## src/rtl/usb_tx_pkg.sv

```systemverilog
// usb_tx_pkg: shared states, PID codes and CRC constants for the USB transmitter.
package usb_tx_pkg;
    typedef enum logic [2:0] {S_IDLE, S_SYNC, S_PID, S_DATA, S_CRC, S_EOP} state_t;
    localparam logic [3:0] PID_DATA0 = 4'b0011;
    localparam logic [3:0] PID_DATA1 = 4'b1011;
    localparam logic [3:0] PID_ACK   = 4'b0010;
    localparam logic [3:0] PID_NAK   = 4'b1010;
    localparam logic [3:0] PID_STALL = 4'b1110;
    localparam logic [7:0] SYNC_BYTE = 8'h80;
    // x^16+x^15+x^2+1 in bit-reversed form, for an LSB-first right-shifting CRC
    localparam logic [15:0] CRC16_POLY = 16'hA001;
    localparam logic [15:0] CRC16_INIT = 16'hFFFF;
    function automatic logic is_data_pid(input logic [3:0] pid);
        return (pid == PID_DATA0) || (pid == PID_DATA1);
    endfunction
endpackage

```

## src/rtl/usb_crc16.sv

```systemverilog
// usb_crc16: serial USB CRC16, one data bit per enabled cycle, LSB first.
module usb_crc16
    import usb_tx_pkg::*;
(
    input  logic        clk,
    input  logic        n_rst,
    input  logic        clr,
    input  logic        en,
    input  logic        din,
    output logic [15:0] crc
);
    logic [15:0] crc_q, crc_d;
    always_comb
        crc_d = clr ? CRC16_INIT
              : en  ? ((crc_q >> 1) ^ ((crc_q[0] ^ din) ? CRC16_POLY : 16'h0000))
              : crc_q;
    always_ff @(posedge clk or negedge n_rst)
        if (!n_rst) crc_q <= CRC16_INIT;
        else crc_q <= crc_d;
    assign crc = crc_q;
endmodule

```

## src/rtl/usb_transmitter.sv

```systemverilog
// usb_transmitter: serializes SYNC, PID, optional payload+CRC16 and EOP onto D+/D-
// with bit stuffing and NRZI; payload comes from a show-ahead FIFO.
module usb_transmitter
    import usb_tx_pkg::*;
#(
    parameter int CLKS_PER_BIT = 8
) (
    input  logic       clk,
    input  logic       n_rst,
    input  logic       tx_start,
    input  logic [3:0] tx_pid,
    input  logic [7:0] tx_data,
    input  logic       tx_empty,
    output logic       tx_read,
    output logic       d_plus,
    output logic       d_minus,
    output logic       tx_busy,
    output logic       tx_done
);
    localparam int CW = $clog2(CLKS_PER_BIT);
    state_t state_q, state_d;
    logic [CW-1:0] cnt_q, cnt_d;
    logic [3:0] bcnt_q, bcnt_d, pid_q, pid_d;
    logic [15:0] sh_q, sh_d, crc, fld;
    logic [2:0] ones_q, ones_d;
    logic dp_q, dp_d, dm_q, dm_d, read_q, read_d, done_q, done_d;
    logic tick, stuff, last, in_bits, fdone, send, nbit, crc_clr, crc_en;

    assign tick    = cnt_q == CW'(CLKS_PER_BIT - 1);
    assign stuff   = ones_q == 3'd6;
    assign last    = bcnt_q == 4'd0;
    assign in_bits = state_q inside {S_SYNC, S_PID, S_DATA, S_CRC};
    assign fdone   = tick && last && !stuff;

    usb_crc16 u_crc (.clk(clk), .n_rst(n_rst), .clr(crc_clr), .en(crc_en), .din(nbit), .crc(crc));

    always_ff @(posedge clk or negedge n_rst)
        if (!n_rst) begin
            state_q <= S_IDLE;
            cnt_q   <= '0;
            bcnt_q  <= '0;
            pid_q   <= '0;
            sh_q    <= '0;
            ones_q  <= '0;
            dp_q    <= 1'b1;
            dm_q    <= 1'b0;
            read_q  <= 1'b0;
            done_q  <= 1'b0;
        end else begin
            state_q <= state_d;
            cnt_q   <= cnt_d;
            bcnt_q  <= bcnt_d;
            pid_q   <= pid_d;
            sh_q    <= sh_d;
            ones_q  <= ones_d;
            dp_q    <= dp_d;
            dm_q    <= dm_d;
            read_q  <= read_d;
            done_q  <= done_d;
        end

    always_comb begin
        state_d = state_q;
        case (state_q)
            S_IDLE:  state_d = tx_start ? S_SYNC : S_IDLE;
            S_SYNC:  state_d = fdone ? S_PID : S_SYNC;
            S_PID:   state_d = !fdone ? S_PID : !is_data_pid(pid_q) ? S_EOP : tx_empty ? S_CRC : S_DATA;
            S_DATA:  state_d = !fdone ? S_DATA : tx_empty ? S_CRC : S_DATA;
            S_CRC:   state_d = fdone ? S_EOP : S_CRC;
            S_EOP:   state_d = (tick && last) ? S_IDLE : S_EOP;
            default: state_d = S_IDLE;
        endcase
    end

    // Each bit boundary emits either a stuffed 0, the next bit of the current field, or the first bit of the next field.
    always_comb begin
        cnt_d   = (state_q == S_IDLE || tick) ? '0 : cnt_q + 1'b1;
        bcnt_d  = bcnt_q;
        pid_d   = pid_q;
        sh_d    = sh_q;
        ones_d  = ones_q;
        dp_d    = dp_q;
        dm_d    = dm_q;
        read_d  = 1'b0;
        done_d  = 1'b0;
        send    = 1'b0;
        nbit    = 1'b0;
        crc_clr = 1'b0;
        crc_en  = 1'b0;
        fld     = state_d == S_CRC ? ~crc : state_d == S_PID ? {8'h00, ~pid_q, pid_q} : {8'h00, tx_data};
        if (state_q == S_IDLE) begin
            if (tx_start) begin
                send    = 1'b1;
                nbit    = SYNC_BYTE[0];
                sh_d    = {9'h000, SYNC_BYTE[7:1]};
                bcnt_d  = 4'd7;
                pid_d   = tx_pid;
                crc_clr = 1'b1;
            end
        end else if (tick && in_bits) begin
            if (stuff) begin
                send = 1'b1;
            end else if (!last) begin
                send   = 1'b1;
                nbit   = sh_q[0];
                sh_d   = sh_q >> 1;
                bcnt_d = bcnt_q - 1'b1;
                crc_en = state_q == S_DATA;
            end else if (state_d == S_EOP) begin
                dp_d   = 1'b0;
                dm_d   = 1'b0;
                bcnt_d = 4'd2;
            end else begin
                send   = 1'b1;
                nbit   = fld[0];
                sh_d   = fld >> 1;
                bcnt_d = state_d == S_CRC ? 4'd15 : 4'd7;
                crc_en = state_d == S_DATA;
                read_d = state_d == S_DATA;
            end
        end else if (tick && state_q == S_EOP) begin
            bcnt_d = last ? bcnt_q : bcnt_q - 1'b1;
            dp_d   = bcnt_q == 4'd1 ? 1'b1 : dp_q;
            dm_d   = bcnt_q == 4'd1 ? 1'b0 : dm_q;
            done_d = last;
        end
        if (send) begin
            dp_d   = nbit ? dp_q : ~dp_q;
            dm_d   = ~dp_d;
            ones_d = nbit ? ones_q + 1'b1 : 3'd0;
        end
    end

    assign d_plus  = dp_q;
    assign d_minus = dm_q;
    assign tx_read = read_q;
    assign tx_done = done_q;
    assign tx_busy = state_q != S_IDLE;
endmodule

```

## config.mk

```make
export PLATFORM = sky130hd
export DESIGN_NAME = usb_transmitter
export DESIGN_NICKNAME = d
export VERILOG_FILES = /design/src/rtl/usb_tx_pkg.sv /design/src/rtl/usb_crc16.sv /design/src/rtl/usb_transmitter.sv
export SDC_FILE = /design/constraint.sdc
export NUM_CORES = 1
export LEC_CHECK = 0
export CAP_MARGIN = 20
export CELL_PAD_IN_SITES_DETAIL_PLACEMENT = 0
export CELL_PAD_IN_SITES_GLOBAL_PLACEMENT = 1
export CORE_ASPECT_RATIO = 0.6
export CORE_MARGIN = 10
export CORE_UTILIZATION = 45
export CTS_CLUSTER_DIAMETER = 50
export DETAILED_ROUTE_END_ITERATION = 7
export PLACE_DENSITY = 0.79
export SYNTH_ARGS = -nofsm -noshare
export SYNTH_HDL_FRONTEND = slang
export SYNTH_SLANG_ARGS = --single-unit
```

## constraint.sdc

```tcl
create_clock -name clk -period 3.9 [get_ports clk]
set_input_delay 0.39 -clock clk [delete_from_list [all_inputs] [get_ports clk]]
set_output_delay 0.39 -clock clk [all_outputs]
set_load 0.005 [all_outputs]
```

# Word-level counts from Yosys, hierarchy flattened
# Cells that the tools add are included.
totals:
  regBits: 53
  out_inout_bits: 5
  in_bits: 16
classes:
  reduce_logical: 20
  n_bitwise: 6
  n_eq_ne: 23
  mux: 69
  addsub: 3
ops:
  columns: ["op", "count"]
  rows:
  - ["$mux 16", 10]
  - ["$mux 1", 40]
  - ["$mux 4", 9]
  - ["$mux 3", 7]
  - ["$eq 3x3->1 const B", 6]
  - ["$pmux 3 s6", 1]
  - ["$not 16->16", 1]
  - ["$xor 15x16->16", 1]
  - ["$eq 3x2->1 const B", 4]
  - ["$ne 3x3->1 const B", 4]
  - ["$reduce_bool 3->1", 4]
  - ["$mux 8", 1]
  - ["$reduce_and 4->1", 2]
  - ["$add 3x1->3 const B", 2]
  - ["$reduce_and 6->1", 1]
  - ["$eq 4x1->1 const B", 1]
  - ["$eq 4x2->1 const B", 1]
  - ["$eq 4x4->1 const B", 1]
  - ["$logic_and 1x1->1", 4]
  - ["$logic_not 4->1", 1]
  - ["$ne 2x2->1 const B", 2]
  - ["$not 4->4", 1]
  - ["$reduce_bool 2->1", 2]
  - ["$reduce_bool 4->1", 1]
  - ["12 further kinds", 14]

# Longest topological paths before layout
# Gate-level depths: netlist of the first run.
depth:
  depth_word: 18
  ltp_mapped: 12

# Cells and area by module
# From an unflattened synthesis of the first run, not the netlist that was laid out.
unflattened:
  hier_cells: 318
  area_unflattened_um2: 2927.8
by_module_without_submodules:
  columns: ["module", "instances", "area_each_um2", "cells_per_inst"]
  rows:
  - ["usb_transmitter", 1, 2224.6, 261]
  - ["usb_crc16", 1, 703.2, 57]

# Worst setup path before layout of the first run
# OpenSTA, ideal clock, no wires.
synth_path:
  kind: "register to register"
  start: "reg cnt_q[0]"
  end: "reg u_crc.crc_q[0], in the netlist u_crc.crc[0]"
  synth_period_minus_slack_ns: 2.383
  arrival_ns: 2.300
  stages_incl_launch_ff: 11
  path_buffers: 0
  t_required_ns: 3.817
  slack_ns: 1.517
  setup_ns: 0.083
  path_cell_list: "dfrtp_1 > ha_1 > ha_1 > and4bb_1 > a41oi_2 > o2111ai_2 > clkinv_1 > nand2_1 > o22ai_4 > xnor2_1 > o311a_1"
synth_between:
  elab_chain_cells: 18
  elab_cells_between_ends: 32
  classes_between: "eq/ne: 5; mux: 21; bitwise: 2; reduce/logical: 4"
synth_rtl:
  columns: ["element", "line_no", "source"]
  rows:
  - ["from (decl)", "usb_transmitter.sv:22", "logic [CW-1:0] cnt_q, cnt_d;"]
  - ["from (signal assigned)", "usb_transmitter.sv:51", "cnt_q <= cnt_d;"]
  - ["$eq 3x3->1 (*)", "usb_transmitter.sv:29", "assign tick = cnt_q == CW'(CLKS_PER_BIT - 1);"]
  - ["$logic_and 1x1->1 (*) (2 in a row)", "usb_transmitter.sv:33", "assign fdone = tick && last && !stuff;"]
  - ["$mux 3, or another cell as far along", "usb_transmitter.sv:68", "S_DATA: state_d = !fdone ? S_DATA : tx_empty ? S_CRC : S_DATA;"]
  - ["$pmux 3 s6 (*)", "usb_transmitter.sv:64", "case (state_q)"]
  - ["net state_d[1]", "usb_transmitter.sv:21", "state_t state_q, state_d;"]
  - ["$eq 3x2->1", "usb_transmitter.sv:90", "fld = state_d == S_CRC ? ~crc : state_d == S_PID ? {8'h00, ~pid_q, pid_q} : {8'h00, tx_data};"]
  - ["$mux 8", "usb_transmitter.sv:90", null]
  - ["$mux 16", "usb_transmitter.sv:90", null]
  - ["[2 not listed]", null, null]
  - ["$mux 1", "usb_transmitter.sv:101", "if (stuff) begin"]
  - ["$mux 1", "usb_transmitter.sv:100", "end else if (tick && in_bits) begin"]
  - ["$mux 1", "usb_transmitter.sv:91", "if (state_q == S_IDLE) begin"]
  - ["$xor 1x1->1", "usb_crc16.sv:15", ": en ? ((crc_q >> 1) ^ ((crc_q[0] ^ din) ? CRC16_POLY : 16'h0000))"]
  - ["$mux 16", "usb_crc16.sv:15", null]
  - ["$xor 15x16->16", "usb_crc16.sv:15", null]
  - ["$mux 16", "usb_crc16.sv:15", null]
  - ["$mux 16", "usb_crc16.sv:14", "crc_d = clr ? CRC16_INIT"]
  - ["to (signal assigned)", "usb_crc16.sv:19", "else crc_q <= crc_d;"]
  - ["to (decl)", "usb_crc16.sv:12", "logic [15:0] crc_q, crc_d;"]
# The timed path passes the listed nets; every way through them passes the cells marked *. The select of a mux whose other input is x is not followed.
# A chain may end at the register's enable or synchronous reset.

# Worst setup path in the final report of the first run
layout_path:
  start: "reg cnt_q[0]"
  end: "reg sh_q[2]"
layout_between:
  elab_chain_cells: 13
  elab_cells_between_ends: 23
  classes_between: "eq/ne: 5; mux: 13; reduce/logical: 5"
layout_rtl:
  columns: ["element", "line_no", "source"]
  rows:
  - ["$eq 3x3->1 (*)", "usb_transmitter.sv:29", null]
  - ["$logic_and 1x1->1", "usb_transmitter.sv:33, usb_transmitter.sv:70", null]
  - ["$logic_and 1x1->1", "usb_transmitter.sv:33", null]
  - ["$mux 1, or another cell as far along", "usb_transmitter.sv:69", "S_CRC: state_d = fdone ? S_EOP : S_CRC;"]
  - ["$pmux 3 s6", "usb_transmitter.sv:64", null]
  - ["$eq 3x2->1", "usb_transmitter.sv:90", null]
  - ["$mux 8", "usb_transmitter.sv:90", null]
  - ["$mux 16", "usb_transmitter.sv:90", null]
  - ["$mux 16", "usb_transmitter.sv:109", "end else if (state_d == S_EOP) begin"]
  - ["$mux 16", "usb_transmitter.sv:103", "end else if (!last) begin"]
  - ["$mux 16", "usb_transmitter.sv:101", null]
  - ["$mux 16", "usb_transmitter.sv:100", null]
  - ["$mux 16", "usb_transmitter.sv:91", null]
  - ["to (signal assigned)", "usb_transmitter.sv:43", "sh_q <= '0;"]
  - ["to (signal assigned)", "usb_transmitter.sv:54", "sh_q <= sh_d;"]
  - ["to (decl)", "usb_transmitter.sv:24", "logic [15:0] sh_q, sh_d, crc, fld;"]
# Mark *: on every way between the ends. The rest lies on a longest branch, timed or not. The select of a mux whose other input is x is not followed.

==> impl_metrics.tcl, run 1 <==
set metrics [dict create \
    status "completed" \
    tightest_slew_ns 1.01 \
    finalHoldViolCount 0 \
    ys.flop_type "dfrtp_1" \
    grt_usage_pct 14.8 \
    synth_cell_types 53 \
    reg2reg_depth 9 \
    drc 0 \
    areaGrowthSynthToFinish_pct 13.4 \
    tns_ns 0 \
    power_report.internal_total_mw 0.787 \
    grt_max_degree 53 \
    antenna_cells 0 \
    rsz0062_at_grt "no" \
    p_sw_mw 0.230 \
    cpMaxStageDelayCell "o21bai_2" \
    r2r_end "sh_q[2]$_DFFE_PN0P_" \
    arrival_ns 3.42 \
    skew_ns 0.00978 \
    switching_share_pct 22.6 \
    drive_gt1_share_pct 14.7 \
    slew_viol_final 0 \
    core-area_sq_um 6170 \
    io_pins 21 \
    cts_setup_buffers 0 \
    power.leakage_nw 1.35 \
    fin_nets 355 \
    hpwl_um 4980 \
    crit_family "compound AO/OA/AOI/OAI gates" \
    cts_max_level 2 \
    pwr-share-clk_pct 37.5 \
    cp_max_fo 28 \
    ys_seq_elements 52 \
    ys_warn_count 0 \
    dr.pass1.iters 5 \
    syn-num-nets 340 \
    avgSynthCellArea_sq_um 9.08 \
    fill_cells 601 \
    clk_latency_ns 0.31 \
    powerDensity_nw_per_um2 312 \
    fp-row-count 22 \
    cts_hold_buf 0 \
    cp-end-kind "flop" \
    cts_root_buffer "clkbuf_8" \
    netlist_instances 317 \
    gp_congestion 0.821 \
    grt_overflow 0 \
    combPwrFrac_pct 6.0 \
    cts_made_buffers 5 \
    chipWidth_um 123 \
    vias 2348 \
    r2r_slack_ns 0.69 \
    crit_path_start_kind "flop" \
    pwr-share-seq_pct 56.5 \
    post-route-min-period_ns 3.21 \
    initial_core_util_pct 46.7 \
    path_cells "ha_1 > ha_1 > and4bb_1 > nand2_1 > o211ai_2 > nand2_1 > o21bai_2 > a21oi_1 > a31o_2" \
    synthArstFlopShare_pct 100 \
    vias_per_cell 5.63 \
    period_share_pct 82.4 \
    cp_num_buf_inv 0 \
    r2r_start "cnt_q[0]$_DFF_PN0_" \
    fmax_mhz 311 \
    hold-worst-slack_ns 0.185 \
    routed_wl_um 7050 \
    wire_per_inst_um 16.9 \
    setup_viol 0 \
    grt_pass1_vias 2194 \
    fp.dieH_um 82.0 \
    critPathMaxStageDelay_ns 0.81 \
    grt_pass1_wl_um 11900 \
    drt_iter0_markers 195 \
    antenna_found_initial 0 \
    syn_area_sq_um 2880 \
    required_ns 4.10 \
    ir_drop_mv 0.144 \
    cts_sinks 52 \
    critPathKind "reg -> reg" \
    clockBufferDepth 2 \
    synth-seq-area-share_pct 45.9 \
    tritoncts "built" \
    cap_violations 0 \
    cts_resized 0 \
    antenna_left 0 \
    dieArea_sq_um 10100 \
    cts.clk_slew.worst_paths_ns 0.10 \
    place.port_buffers 20 \
    synth_edf_count 0 \
    worst_hold_path_type "in -> async" \
    max_slew_margin_pct 32.8 \
]
[layout make-up]
class	instances	area, sq um	area share [%]
clock buffer	5	68.8	2.11
tap	84	105	3.22
multi-input combinational	234	1430	43.8
sequential	52	1320	40.5
inverter	12	45.0	1.38
timing repair buffer	27	248	7.59
clock inverter	3	46.3	1.42
[sequential cells by signal, indices dropped and copies added, names as in the netlist, 3 cells and up]
register   flops
u_crc.crc     16
cnt_q          3
ones_q         3
sh_q          15
bcnt_q         4
state_q        3
pid_q          4
[worst max path at each step]
stage / endpoint / from / slack (ns) / cells after the start
3_3_place_gp: sh_q[2]$_DFFE_PN0P_ / tx_empty / 0.76 / 8
5_1_grt: sh_q[2]$_DFFE_PN0P_ / cnt_q[0]$_DFF_PN0_ / 0.26 / 9
4_1_cts: sh_q[2]$_DFFE_PN0P_ / cnt_q[1]$_DFF_PN0_ / 0.69 / 9
6_report: sh_q[2]$_DFFE_PN0P_ / cnt_q[0]$_DFF_PN0_ / 0.69 / 9
3_5_place_dp: sh_q[2]$_DFFE_PN0P_ / cnt_q[1]$_DFF_PN0_ / 0.71 / 9
2_1_floorplan: u_crc.crc[0]$_DFFE_PN1P_ / cnt_q[0]$_DFF_PN0_ / 1.52 / 10
[cells in the final DEF, fill, tap and decap left out, types with 2 or more instances in the layout]
cell type,count
nor3b_1,3
xnor2_1,3
inv_1,9
o311a_1,2
mux2i_1,2
a2bb2oi_1,4
o22ai_1,2
a22oi_1,4
clkbuf_8,5
nor3_1,14
inv_2,2
a31o_2,5
ha_1,7
a21oi_1,24
nor2b_1,4
nand2_1,46
o21ai_0,30
a22o_1,2
o221ai_1,6
nand3_1,12
nor2_1,27
and2_1,4
nand2b_1,4
a31oi_1,4
buf_4,7
dfrtp_1,35
clkdlybuf4s50_1,19
dfstp_2,17
o22a_1,3
[cell usage after synthesis (2+ instances only)]
cell type | n | area, sq um
o22a_1 | 3 | 26.3
inv_1 | 9 | 33.8
o311a_1 | 2 | 20.0
o221ai_1 | 6 | 52.6
mux2i_1 | 2 | 20.0
nand3_1 | 12 | 60.1
a31o_2 | 5 | 43.8
inv_2 | 2 | 7.51
a22oi_1 | 4 | 30.0
a31oi_1 | 4 | 25.0
clkbuf_1 | 8 | 30.0
a21oi_1 | 24 | 120
nand2_1 | 46 | 173
buf_2 | 7 | 35.0
ha_1 | 7 | 87.6
dfstp_2 | 17 | 447
nand2b_1 | 4 | 25.0
buf_4 | 3 | 22.5
nor2_1 | 27 | 101
a22o_1 | 2 | 17.5
xnor2_1 | 3 | 26.3
a2bb2oi_1 | 4 | 35.0
nor2b_1 | 4 | 25.0
dfrtp_1 | 35 | 876
o21ai_0 | 30 | 150
nor3b_1 | 3 | 22.5
nor3_1 | 14 | 70.1
o22ai_1 | 2 | 12.5
and2_1 | 4 | 25.0
[logic make-up after synthesis]
family | after synthesis | synth area share [%]
simple gates | 123 | 20.5
compound gates | 98 | 23.4
flops | 52 | 45.9
buf+inv | 31 | 4.74
fa+ha+maj | 7 | 3.04
xor+xnor | 4 | 1.70
mux | 2 | 0.695
[power groups by stage]
stage                     registers, mW  logic (mW)  clock network, mW
after floorplan                   0.580      0.0254                  0
after global placement            0.584      0.0612                  0
after detailed placement          0.584      0.0617                  0
after CTS                         0.574      0.0623              0.397
after global routing              0.577      0.0693              0.417
final                             0.574      0.0609              0.382
[layer usage]
metal	wire, um	up-vias	GRT usage [%]
met5	0	-	0
met3	491	4	3.42
met1	3800	1118	23.4
met2	2720	65	19.7
met4	38	0	2.43
li1	-	1161	-
[stage by stage]
step           power, mW  utilization (%)  worst slack [ns]  area (sq um)  instances
6_report            1.02             52.9             0.686          3260        417
5_1_grt             1.06             52.9             0.262          3260        417
4_1_cts             1.03             52.9             0.687          3260        417
3_5_place_dp       0.646             51.1             0.708          3150        409
3_3_place_gp       0.645             51.1             0.758          3150        409
2_1_floorplan      0.605                -              1.52          2880        317
(Power assumes the default switching activity.)
==> run 2: changes to the inputs <==
- clock period: 3.9 -> 3.15 ns (I/O delays scaled with it)
==> impl_metrics.tcl, run 2 (synthesized netlist as in run 1, its figures left out) <==
set metrics [dict create \
    hpwl_um 5380 \
    drive_gt1_share_pct 15.5 \
    cts_sinks 52 \
    r2r_end "ones_q[2]$_DFFE_PN0P_" \
    tns_ns 0 \
    drc 0 \
    finalHoldViolCount 0 \
    tightest_slew_ns 0.969 \
    finalPower_mw 1.20 \
    setup_viol 0 \
    fin_area_sq_um 3270 \
    grt_usage_pct 15.2 \
    antenna_found_initial 0 \
    hold-worst-slack_ns 0.153 \
    post-route-min-period_ns 2.77 \
    switching_share_pct 25.0 \
    grt_pass1_wl_um 12000 \
    cpMaxStageDelayCell "mux2i_1" \
    period_share_pct 88.0 \
    fmax_mhz 361 \
    critPathMaxStageDelay_ns 0.37 \
    grt_pass1_vias 2178 \
    gp_congestion 0.958 \
    ir_drop_mv 0.198 \
    grt_overflow 0 \
    pwr-share-seq_pct 59.4 \
    cp_max_fo 8 \
    clk_latency_ns 0.31 \
    initial_core_util_pct 46.7 \
    crit_family "compound AO/OA/AOI/OAI gates" \
    register_area_sq_um 1320 \
    rsz0062_at_grt "no" \
    path_common_cell "ha_1" \
    arrival_ns 2.98 \
    wire_per_inst_um 17.6 \
    required_ns 3.35 \
    p_sw_mw 0.300 \
    cts_max_level 2 \
    cts_hold_buf 0 \
    antenna_left 0 \
    powerDensity_nw_per_um2 367 \
    r2r_start "cnt_q[0]$_DFF_PN0_" \
    vias 2380 \
    cts_made_buffers 5 \
    grt_max_degree 43 \
    fin_nets 358 \
    tritoncts "built" \
    power_report.internal_total_mw 0.900 \
    worst_hold_path_type "in -> async" \
    max_slew_margin_pct 35.4 \
    io_pins 21 \
    mostFrequentLayoutCell "nand2_1" \
    skew_ns 0.00424 \
    path_cells "ha_1 > ha_1 > and4bb_1 > nand2_1 > o211ai_2 > mux2i_1 > o22a_1 > o21ai_0 > a22o_1" \
    critPathKind "reg -> reg" \
    antenna_cells 0 \
    dr.pass1.iters 4 \
    cts_setup_buffers 0 \
    multiInputGateArea_sq_um 1430 \
    pwr-share-clk_pct 34.1 \
    fp.dieH_um 82.0 \
    cp_num_buf_inv 0 \
    cp-end-kind "flop" \
    vias_per_cell 5.67 \
    cts.clk_slew.worst_paths_ns 0.10 \
    dpl_cell_area_sq_um 3170 \
    reg2reg_depth 9 \
    cap_violations 0 \
    routed_wl_um 7410 \
    fp-row-count 22 \
    dieArea_sq_um 10100 \
    largest_register_ffs 16 \
    crit_path_start_kind "flop" \
    slew_viol_final 0 \
    r2r_slack_ns 0.38 \
    layout_common_cells "nand2_1 (46), dfrtp_1 (35), o21ai_0 (30), nor2_1 (27), a21oi_1 (24)" \
    cts_resized 0 \
    core-area_sq_um 6170 \
    cts_root_buffer "clkbuf_8" \
    drt_iter0_markers 190 \
    clockBufferDepth 2 \
    combPwrFrac_pct 6.5 \
    place.port_buffers 20 \
    fill_cells 573 \
    place_inst 412 \
    power.leakage_nw 1.36 \
    layoutNonFillerInstCount 420 \
    status "completed" \
    areaGrowthSynthToFinish_pct 13.5 \
    chipWidth_um 123 \
]
## run 2: changes by cell type in the layout (fill, tap and decap cells not counted)
cell | before | now
buf_4 | 7 | 10
inv_4 | 0 | 1
clkinv_4 | 0 | 1
inv_8 | 0 | 1
clkinvlp_4 | 1 | 0
bufinv_16 | 1 | 0
inv_6 | 1 | 0
## run 2: power groups by stage
stage	Combinational, mW	Clock (mW)	Sequential (mW)
finish	0.0781	0.409	0.713
detailed placement	0.0780	0	0.724
global route	0.0885	0.460	0.716
CTS	0.0789	0.420	0.712
floorplan	0.0315	0	0.718
global placement	0.0787	0	0.724
## run 2: stage by stage
stage          utilization (%)  worst slack [ns]
2_1_floorplan                -             0.767
3_3_place_gp              51.4             0.509
3_5_place_dp              51.4             0.436
4_1_cts                   53.0             0.428
5_1_grt                   53.0             0.173
6_report                  53.0             0.378
## run 2: per-layer routing
metal	global-route usage, %	wire, um	part of all wire, %	vias up
met5	0	0	0	-
met3	4.04	660	8.9	2
met1	24.7	3960	53	1100
li1	-	-	-	1171
met2	19.0	2770	37	107
met4	2.78	19	0.26	0
## run 2: how the worst max path moves through the flow
stage / cells after the start / from / slack, ns / endpoint
2_1_floorplan: 10 / cnt_q[0]$_DFF_PN0_ / 0.77 / u_crc.crc[0]$_DFFE_PN1P_
3_3_place_gp: 9 / cnt_q[0]$_DFF_PN0_ / 0.51 / u_crc.crc[13]$_DFFE_PN1P_
3_5_place_dp: 9 / cnt_q[0]$_DFF_PN0_ / 0.44 / ones_q[2]$_DFFE_PN0P_
4_1_cts: 9 / cnt_q[0]$_DFF_PN0_ / 0.43 / ones_q[2]$_DFFE_PN0P_
5_1_grt: 10 / cnt_q[0]$_DFF_PN0_ / 0.17 / sh_q[2]$_DFFE_PN0P_
6_report: 9 / cnt_q[0]$_DFF_PN0_ / 0.38 / ones_q[2]$_DFFE_PN0P_
## run 2: worst reg2reg max path: stages, from the launching register on
cell	delay, ns
dfrtp_1	0.36
ha_1	0.15
ha_1	0.29
and4bb_1	0.33
nand2_1	0.11
o211ai_2	0.36
mux2i_1	0.37
o22a_1	0.31
o21ai_0	0.14
a22o_1	0.24
## run 2: area by class of cell
type,count,share of cell area (%)
repair buffers,30,8.27
clock inverters,3,0.804
multi-input cells,234,43.7
flip-flops and latches,52,40.5
well taps,84,3.22
inverters,12,1.38
clock buffers,5,2.11
